===== config.mk =====
export PLATFORM = sky130hd
export DESIGN_NAME = alu_sequencer
export DESIGN_NICKNAME = d
export VERILOG_FILES = /design/src/rtl/alu_seq_pkg.sv /design/src/rtl/alu_sequencer.sv
export SDC_FILE = /design/constraint.sdc
export NUM_CORES = 1
export LEC_CHECK = 0
export BUFFER_PORTS_ARGS = -buffer_cell sky130_fd_sc_hd__buf_4
export CAP_MARGIN = 10
export CORE_ASPECT_RATIO = 1.2
export CORE_MARGIN = 2
export CORE_UTILIZATION = 35
export DETAILED_ROUTE_END_ITERATION = 8
export GPL_ROUTABILITY_DRIVEN = 0
export GPL_TIMING_DRIVEN = 0
export PLACE_DENSITY = 0.66
export SLEW_MARGIN = 0
export SYNTH_ARGS = -nofsm -noshare
export SYNTH_HDL_FRONTEND = slang
export SYNTH_SLANG_ARGS = --single-unit

===== constraint.sdc =====
create_clock -name clk -period 4.1 [get_ports clk]
set_input_delay 0.205 -clock clk [delete_from_list [all_inputs] [get_ports clk]]
set_output_delay 0.205 -clock clk [all_outputs]
set_load 0.005 [all_outputs]

===== src/rtl/alu_seq_pkg.sv =====
// Shared opcode, state and constant definitions for the ALU command sequencer.
package alu_seq_pkg;

   localparam logic [1:0] OP_ADD = 2'b00;
   localparam logic [1:0] OP_SUB = 2'b01;
   localparam logic [1:0] OP_DIV = 2'b10;
   localparam logic [1:0] OP_ILL = 2'b11;

   typedef enum logic [2:0] {
      S_IDLE,
      S_EXEC,
      S_DIV_START,
      S_DIV_WAIT,
      S_RESP
   } state_t;

   // All-ones quotient reported for a divide by zero; users slice to their width.
   localparam logic [63:0] DIV_ZERO_RESULT = '1;

endpackage


===== src/rtl/alu_sequencer.sv =====
// Command front-end for the arithmetic unit and sequential divider: one command
// in flight, divider start/done handshake with timeout, valid/ready response.
module alu_sequencer
   import alu_seq_pkg::*;
#(
   parameter int WIDTH       = 8,
   parameter int DIV_TIMEOUT = 32,
   parameter int CNT_W       = 16
) (
   input  logic             clk,
   input  logic             rst,
   input  logic             cmd_valid,
   output logic             cmd_ready,
   input  logic [1:0]       cmd_opcode,
   input  logic [WIDTH-1:0] cmd_a,
   input  logic [WIDTH-1:0] cmd_b,
   output logic [WIDTH-1:0] au_a,
   output logic [WIDTH-1:0] au_b,
   output logic [1:0]       au_op_select,
   input  logic [WIDTH-1:0] au_result,
   output logic             div_start,
   input  logic             div_done,
   input  logic [WIDTH-1:0] div_quot,
   input  logic [WIDTH-1:0] div_rem,
   output logic             rsp_valid,
   input  logic             rsp_ready,
   output logic [WIDTH-1:0] rsp_result,
   output logic [WIDTH-1:0] rsp_rem,
   output logic             rsp_err,
   output logic [CNT_W-1:0] op_count
);

   localparam int TW = $clog2(DIV_TIMEOUT + 1);

   state_t           state, state_nxt;
   logic [WIDTH-1:0] a_q, b_q;
   logic [1:0]       op_q;
   logic [TW-1:0]    tmo_cnt;
   logic             accept;
   logic             tmo_hit;

   assign accept  = cmd_valid && cmd_ready;
   assign tmo_hit = (tmo_cnt == TW'(DIV_TIMEOUT - 1));

   // cmd_ready is gated by rst so nothing looks acceptable while reset is held.
   assign cmd_ready    = rst && (state == S_IDLE);
   assign rsp_valid    = (state == S_RESP);
   assign div_start    = (state == S_DIV_START);
   assign au_a         = a_q;
   assign au_b         = b_q;
   assign au_op_select = op_q;

   // NOTE: sequential state uses non-blocking assignments so every register
   // samples pre-edge values regardless of process evaluation order.
   always_ff @(posedge clk or negedge rst) begin
      if (!rst) state <= S_IDLE;
      else      state <= state_nxt;
   end

   // NOTE: state_nxt gets a default before the case so no path infers a latch.
   always_comb begin
      state_nxt = state;
      case (state)
         S_IDLE: begin
            if (accept) begin
               case (cmd_opcode)
                  OP_ADD, OP_SUB: state_nxt = S_EXEC;
                  OP_DIV:         state_nxt = (cmd_b != '0) ? S_DIV_START : S_RESP;
                  default:        state_nxt = S_RESP;
               endcase
            end
         end
         S_EXEC:      state_nxt = S_RESP;
         S_DIV_START: state_nxt = S_DIV_WAIT;
         S_DIV_WAIT:  if (div_done || tmo_hit) state_nxt = S_RESP;
         S_RESP:      if (rsp_ready) state_nxt = S_IDLE;
         default:     state_nxt = S_IDLE;
      endcase
   end

   always_ff @(posedge clk or negedge rst) begin
      if (!rst) begin
         a_q        <= '0;
         b_q        <= '0;
         op_q       <= '0;
         tmo_cnt    <= '0;
         rsp_result <= '0;
         rsp_rem    <= '0;
         rsp_err    <= 1'b0;
         op_count   <= '0;
      end else begin
         case (state)
            S_IDLE: begin
               if (accept) begin
                  a_q  <= cmd_a;
                  b_q  <= cmd_b;
                  op_q <= cmd_opcode;
                  if (cmd_opcode == OP_DIV && cmd_b == '0) begin
                     rsp_result <= DIV_ZERO_RESULT[WIDTH-1:0];
                     rsp_rem    <= cmd_a;
                     rsp_err    <= 1'b1;
                  end else if (cmd_opcode == OP_ILL) begin
                     rsp_result <= '0;
                     rsp_rem    <= '0;
                     rsp_err    <= 1'b1;
                  end
               end
            end
            S_EXEC: begin
               rsp_result <= au_result;
               rsp_rem    <= '0;
               rsp_err    <= 1'b0;
            end
            S_DIV_START: tmo_cnt <= '0;
            S_DIV_WAIT: begin
               tmo_cnt <= tmo_cnt + 1'b1;
               // div_done takes priority over a simultaneous timeout.
               if (div_done) begin
                  rsp_result <= div_quot;
                  rsp_rem    <= div_rem;
                  rsp_err    <= 1'b0;
               end else if (tmo_hit) begin
                  rsp_result <= '0;
                  rsp_rem    <= '0;
                  rsp_err    <= 1'b1;
               end
            end
            S_RESP: begin
               if (rsp_ready && op_count != '1) op_count <= op_count + 1'b1;
            end
            default: ;
         endcase
      end
   end

endmodule


Word level (Yosys, flattened, before mapping)
Index checks and enable logic that the tools add are counted.
{"block": "word_totals", "regBits": 60, "inputBits": 47, "output_inout_bits": 54, "word_cells": 64}
{"block": "classes", "add_sub_neg": 2, "n_eq_ne": 14, "muxes": 23, "reduce_logical": 16}
{"operator": "8-bit two-way mux", "count": 8}
{"operator": "8-bit case mux with 3 select lines", "count": 2}
{"operator": "16-bit by 1-bit adder with 16-bit output, second input constant", "count": 1}
{"operator": "16-bit != test, second input constant", "count": 1}
{"operator": "3-bit case mux with 5 select lines", "count": 1}
{"operator": "3-bit two-way mux", "count": 4}
{"operator": "6-bit case mux with 2 select lines", "count": 1}
{"operator": "8-bit logical NOT", "count": 1}
{"operator": "8-bit nonzero test", "count": 1}
{"operator": "6-bit by 1-bit adder with 6-bit output, second input constant", "count": 1}
{"operator": "3-bit by 2-bit == test with 1-bit output, second input constant", "count": 2}
{"operator": "6-bit by 5-bit == test with 1-bit output, second input constant", "count": 1}
{"operator": "3-bit case mux with 2 select lines", "count": 1}
{"operator": "1-bit two-way mux", "count": 5}
{"operator": "2-bit == test, second input constant", "count": 2}
{"operator": "1-bit logical AND", "count": 4}
{"operator": "2-bit != test, second input constant", "count": 2}
{"operator": "2-bit AND reduction", "count": 2}
{"operator": "4-bit AND reduction", "count": 1}
{"operator": "3-bit by 1-bit == test with 1-bit output, second input constant", "count": 1}
{"operator": "3-bit == test, second input constant", "count": 1}
{"operator": "3-bit logical NOT", "count": 1}
{"operator": "3-bit by 1-bit != test with 1-bit output, second input constant", "count": 1}
{"operator": "3-bit != test, second input constant", "count": 1}
{"operator": "9 further kinds", "count": 9}

Depth between registers and ports, before layout
{"block": "depth", "ltp_word": 5, "ltp_mapped": 7, "depth_no_buf": 5}

Worst setup path before layout
No wires, ideal clock.
{"block": "synth_timing", "path_kind": "register to register", "startpoint": "register tmo_cnt[0]", "endpoint": "register rsp_result[0]", "setup_ps": 128, "arrival_time_ps": 1786, "required_ps": 3972, "path_slack_ps": 2186, "stages_incl_launch_ff": 8, "path_buffers": 2, "synth_period_minus_slack_ps": 1914, "path_cell_list": "dfrtp_1 > ha_1 > inv_1 > o311ai_0 > a32o_1 > buf_4 > buf_4 > mux2_1"}
{"block": "synth_between", "elab_chain_len": 3}
{"item": "start, declared", "line_no": "alu_sequencer.sv:38", "text": "logic [TW-1:0] tmo_cnt;"}
{"item": "start signal, assigned", "line_no": "alu_sequencer.sv:116", "text": "tmo_cnt <= tmo_cnt + 1'b1;"}
{"item": "6-bit by 5-bit == test with 1-bit output", "line_no": "alu_sequencer.sv:43", "text": "assign tmo_hit = (tmo_cnt == TW'(DIV_TIMEOUT - 1));"}
{"item": "3-bit != test (no line)"}
{"item": "4-bit AND reduction (no line)"}
{"item": "end signal, assigned", "line_no": "alu_sequencer.sv:99", "text": "rsp_result <= DIV_ZERO_RESULT[WIDTH-1:0];"}
{"item": "end signal, assigned", "line_no": "alu_sequencer.sv:110", "text": "rsp_result <= au_result;"}
{"item": "end signal, assigned", "line_no": "alu_sequencer.sv:119", "text": "rsp_result <= div_quot;"}
{"item": "end, declared", "line_no": "alu_sequencer.sv:27", "text": "output logic [WIDTH-1:0] rsp_result,"}
Every way passes these cells.
A chain may end at the register's enable or synchronous reset.

Worst setup path in the final report
{"block": "layout_timing", "startpoint": "input port rst", "endpoint": "register rsp_result[1]"}
{"block": "layout_between", "elab_chain_len": 4}
{"item": "start, declared", "line_no": "alu_sequencer.sv:11", "text": "input logic rst,"}
{"item": "1-bit logical AND", "line_no": "alu_sequencer.sv:46", "text": "assign cmd_ready = rst && (state == S_IDLE);"}
{"item": "1-bit logical AND", "line_no": "alu_sequencer.sv:42", "text": "assign accept = cmd_valid && cmd_ready;"}
{"item": "2-bit != test (no line)"}
{"item": "4-bit AND reduction (no line)"}
Every way passes these cells.

==> key figures <==
Run status
  • Status: finished clean

Clocking
  • Reg clk slew, reported paths: 0.07 ns
  • Num CTS Buffers: 9
  • Setup repair bufs after CTS: 0
  • Clock root cell: clkbuf_8
  • CTS max path bufs: 2
  • Clock sinks: 60
  • H-Tree Level Count: 3
  • Resized Gates After CTS: 0
  • Cts hold-fix bufs: 1
  • Clk_lat worst skew: approximately 0.34 ns
  • CTS tree: yes

Critical path
  • Worst Reg-to-Reg Cells: 7
  • Worst R2R Setup Slack: ~1.8 ns
  • R2r startpoint: tmo_cnt[0]
  • Crit Path Class: input port to register
  • CP Capture Type: register
  • Crit-path cells: dlygate4sd3_1 > buf_4 > nor4b_2 > and2_1 > a32o_1 > buf_4 > buf_4 > mux2_1
  • CP required: between 4 and 5 ns
  • Max FO, Critical Path: 62
  • CP arrival: 2.89 ns
  • Delay-heaviest family, CP: buffers and inverters
  • Crit path top cell by count: buf_4
  • Reg2Reg Capture Point: rsp_result[1]
  • CP max stage delay: 0.61 ns
  • Crit path buf inv count: 4
  • Setup crit start kind: input port
  • CP max-delay cell: buf_4

STA
  • Final setup margin: 1.42 ns
  • Final setup violation count: 0
  • Clock Skews: 0.00624 ns
  • Slew headroom: 37.2%
  • Worst-Margin Slew: 0.934 ns
  • TNS Setup: 0 ns
  • Highest Clock Rate: 0.373 GHz
  • Final period utilization: approximately two thirds
  • Period minus WS final: 2.68 ns
  • RSZ-0062 raised after global routing: no
  • Final hold vios: 0
  • Final max-slew violation count: 0

Yosys
  • Commonest cells post-synth: 60 x dfrtp_1, 34 x mux2_1, 15 x o21ai_0
  • #FFs+latches synth: 60
  • Post-Syn Nets: 300
  • Compound-Gate Fraction of Synth Area: 12.4%
  • Async SR Flop Fraction: 100%
  • Synthesized area: 0.00290 mm2
  • Largest family of logic cells by synthesized area: simple AND/OR/NAND/NOR gates
  • Simple-Gate Fraction of Synth Area: roughly 15%
  • Most numerous cell in the Yosys netlist: dfrtp_1
  • Avg Cell Area, Syn: between 10 and 15 um2
  • Dominant cells by area after synthesis: dfrtp_1 52%, mux2_1 13%, xnor2_1 3.3%
  • Adder-Cell Fraction of Synth Area: 0.863%
  • Yosys top cell area share: 51.8%
  • Post-synthesis mux area share: approximately 14%
  • Yosys top cell by area: dfrtp_1
  • Sequential element share of the synthesized area: 51.8%
  • Count of different cell masters after synthesis: 46
  • Yosys warnings: 0
  • Post-Syn Instances: between 200 and 300
  • Predominant post-synthesis flop cell: dfrtp_1
  • XOR/XNOR Fraction of Synth Area: 3.93%
  • Number of flops mapped to enable cells by yosys: 0

Floorplanning
  • Die area: 0.00903 mm2
  • Initial Utilization: roughly 36%
  • Core Region: 0.00806 mm2
  • Chip height: 104 um
  • I/O pins: slightly above 100
  • Die Wd: slightly below 90 um
  • Row cnt: 36

Power and ir drop
  • PD cells: 565 mW/mm2
  • Leak: 1.90 nW
  • Switching Fraction: 31.5%
  • Psw: 0.710 mW
  • Pint: 1.54 mW
  • Clock Power Share: 25.8%
  • Sequential fraction of design power: 40.4%
  • Max IR drop VDD: 283 uV
  • Combinational share of power: roughly a third

Global routing
  • Met1 Usage GRT: 20.2%
  • Antenna violations before repair: 0
  • Gr busiest metal: met2
  • First-pass GRT wire length: 11.6 mm
  • Total global-route track usage: 16.3%
  • Vias in the first global route: 2449
  • Total gr overflow: 0
  • Met2 GRT Util: 25.5%
  • Largest net degree at the start of global routing: 63
  • Met3 GRT Util: 6.29%

Final layout
  • Share of post-route cells with drive strength above 1: between 30% and 40%
  • Ant diodes: 0
  • Area Overhead vs Synth: 37.5%
  • Fin nets: 411

Detailed routing
  • Vias/cell: 5.18
  • DRC errors left: 0
  • Routed vias: around 2400
  • Drt pass-1 iters: 4
  • Detailed-route wire length per cell: 15.0 um
  • WL final: slightly below 7 mm
  • Iter 0 DRT Violations: 66
  • Antenna viol nets, final: 0

Hold path
  • Min-delay worst type: input port to register
  • WHS Path Cells: 2
  • Hold Startpoint: cmd_a[1]
  • Hold EP: au_a[1]

Placement
  • Post-placement setup slack: 1.50 ns
  • IO buf count: just under 100
  • DP HPWL: 5.02 mm

Job
  • Maxcap violations: 0
==> registers in the layout, summed over array words and instances, names as in the netlist <==
signal	count
op_count	16
au_a	8
au_b	8
rsp_rem	8
rsp_result	8
tmo_cnt	6
state	3
au_op_select	2
rsp_err	1
==> per-layer routing <==
metal | vias up | part of all wire [%]
li1 | 1152 | -
met1 | 1160 | 44
met2 | 76 | 47
met3 | 5 | 7.9
met4 | 0 | 0.94
met5 | - | 0
==> worst register-to-register path, delay by kind of cell (launching register included) <==
kind	cells	cell delay [ns]
compound gates	2	0.72
buf+inv	3	0.48
flops	1	0.42
mux	1	0.35
fa+ha+maj	1	0.20
==> per-stage QoR <==
stage / utilization [%] / area [um2] / instances / hold slack [ns] / power, mW
floorplan: - / 2900 / 251 / -0.0906 / 1.28
global placement: 46.6 / 3760 / 445 / 0.350 / 1.67
detailed placement: 46.6 / 3760 / 445 / 0.346 / 1.70
CTS: 49.4 / 3990 / 462 / 0.0659 / 2.30
global route: 49.4 / 3990 / 462 / 0.0706 / 2.41
finish: 49.4 / 3990 / 462 / 0.0872 / 2.25
==> cells by family (layout without fill, tap and decap cells) <==
family | after synthesis | in the layout
fa+ha+maj | 2 | 2
simple gates | 70 | 70
xor+xnor | 13 | 13
flops | 60 | 60
compound gates | 54 | 54
buf+inv | 16 | 132
mux | 36 | 36
==> cells in the final DEF, fill, tap and decap left out, types with 4 or more instances in the layout <==
cell type	count
a21oi_1	6
a22o_1	8
a31oi_1	9
and2_1	4
and3_1	4
buf_4	101
clkbuf_1	8
clkbuf_8	9
dfrtp_1	60
mux2_1	34
nand2_1	13
nand2b_1	4
nand3_1	9
nand4_1	4
nor2_1	5
nor2b_1	10
nor3_1	6
o21ai_0	15
xnor2_1	11
==> worst max path at each step <==
stage / from / to / depth (start not counted)
4_1_cts: rst / au_a[3] / 6
3_3_place_gp: rst / au_a[4] / 5
3_5_place_dp: rst / au_a[2] / 5
6_report: rst / rsp_result[1] / 8
2_1_floorplan: tmo_cnt[0] / rsp_result[0] / 7
5_1_grt: rst / au_a[3] / 6
==> layout make-up <==
cell class                      count  area (um2)
Fill cell                         764        4080
Sequential cell                    60        1500
Multi-Input combinational cell    175        1330
Timing Repair Buffer              100         753
Clock buffer                        9         124
Tap cell                           95         119
Clock inverter                      7        91.3
Buffer                             12        55.1
Inverter                            4        15.0
==> power by group through the flow <==
| stage | clock [mW] | sequential, mW | combinational (mW) |
|---|---|---|---|
| 6_report | 0.581 | 0.909 | 0.760 |
| 2_1_floorplan | 0 | 0.908 | 0.369 |
| 5_1_grt | 0.630 | 0.936 | 0.846 |
| 3_5_place_dp | 0 | 0.919 | 0.782 |
| 4_1_cts | 0.602 | 0.911 | 0.785 |
| 3_3_place_gp | 0 | 0.910 | 0.764 |
Note: power is estimated with default switching activity, not from simulation.
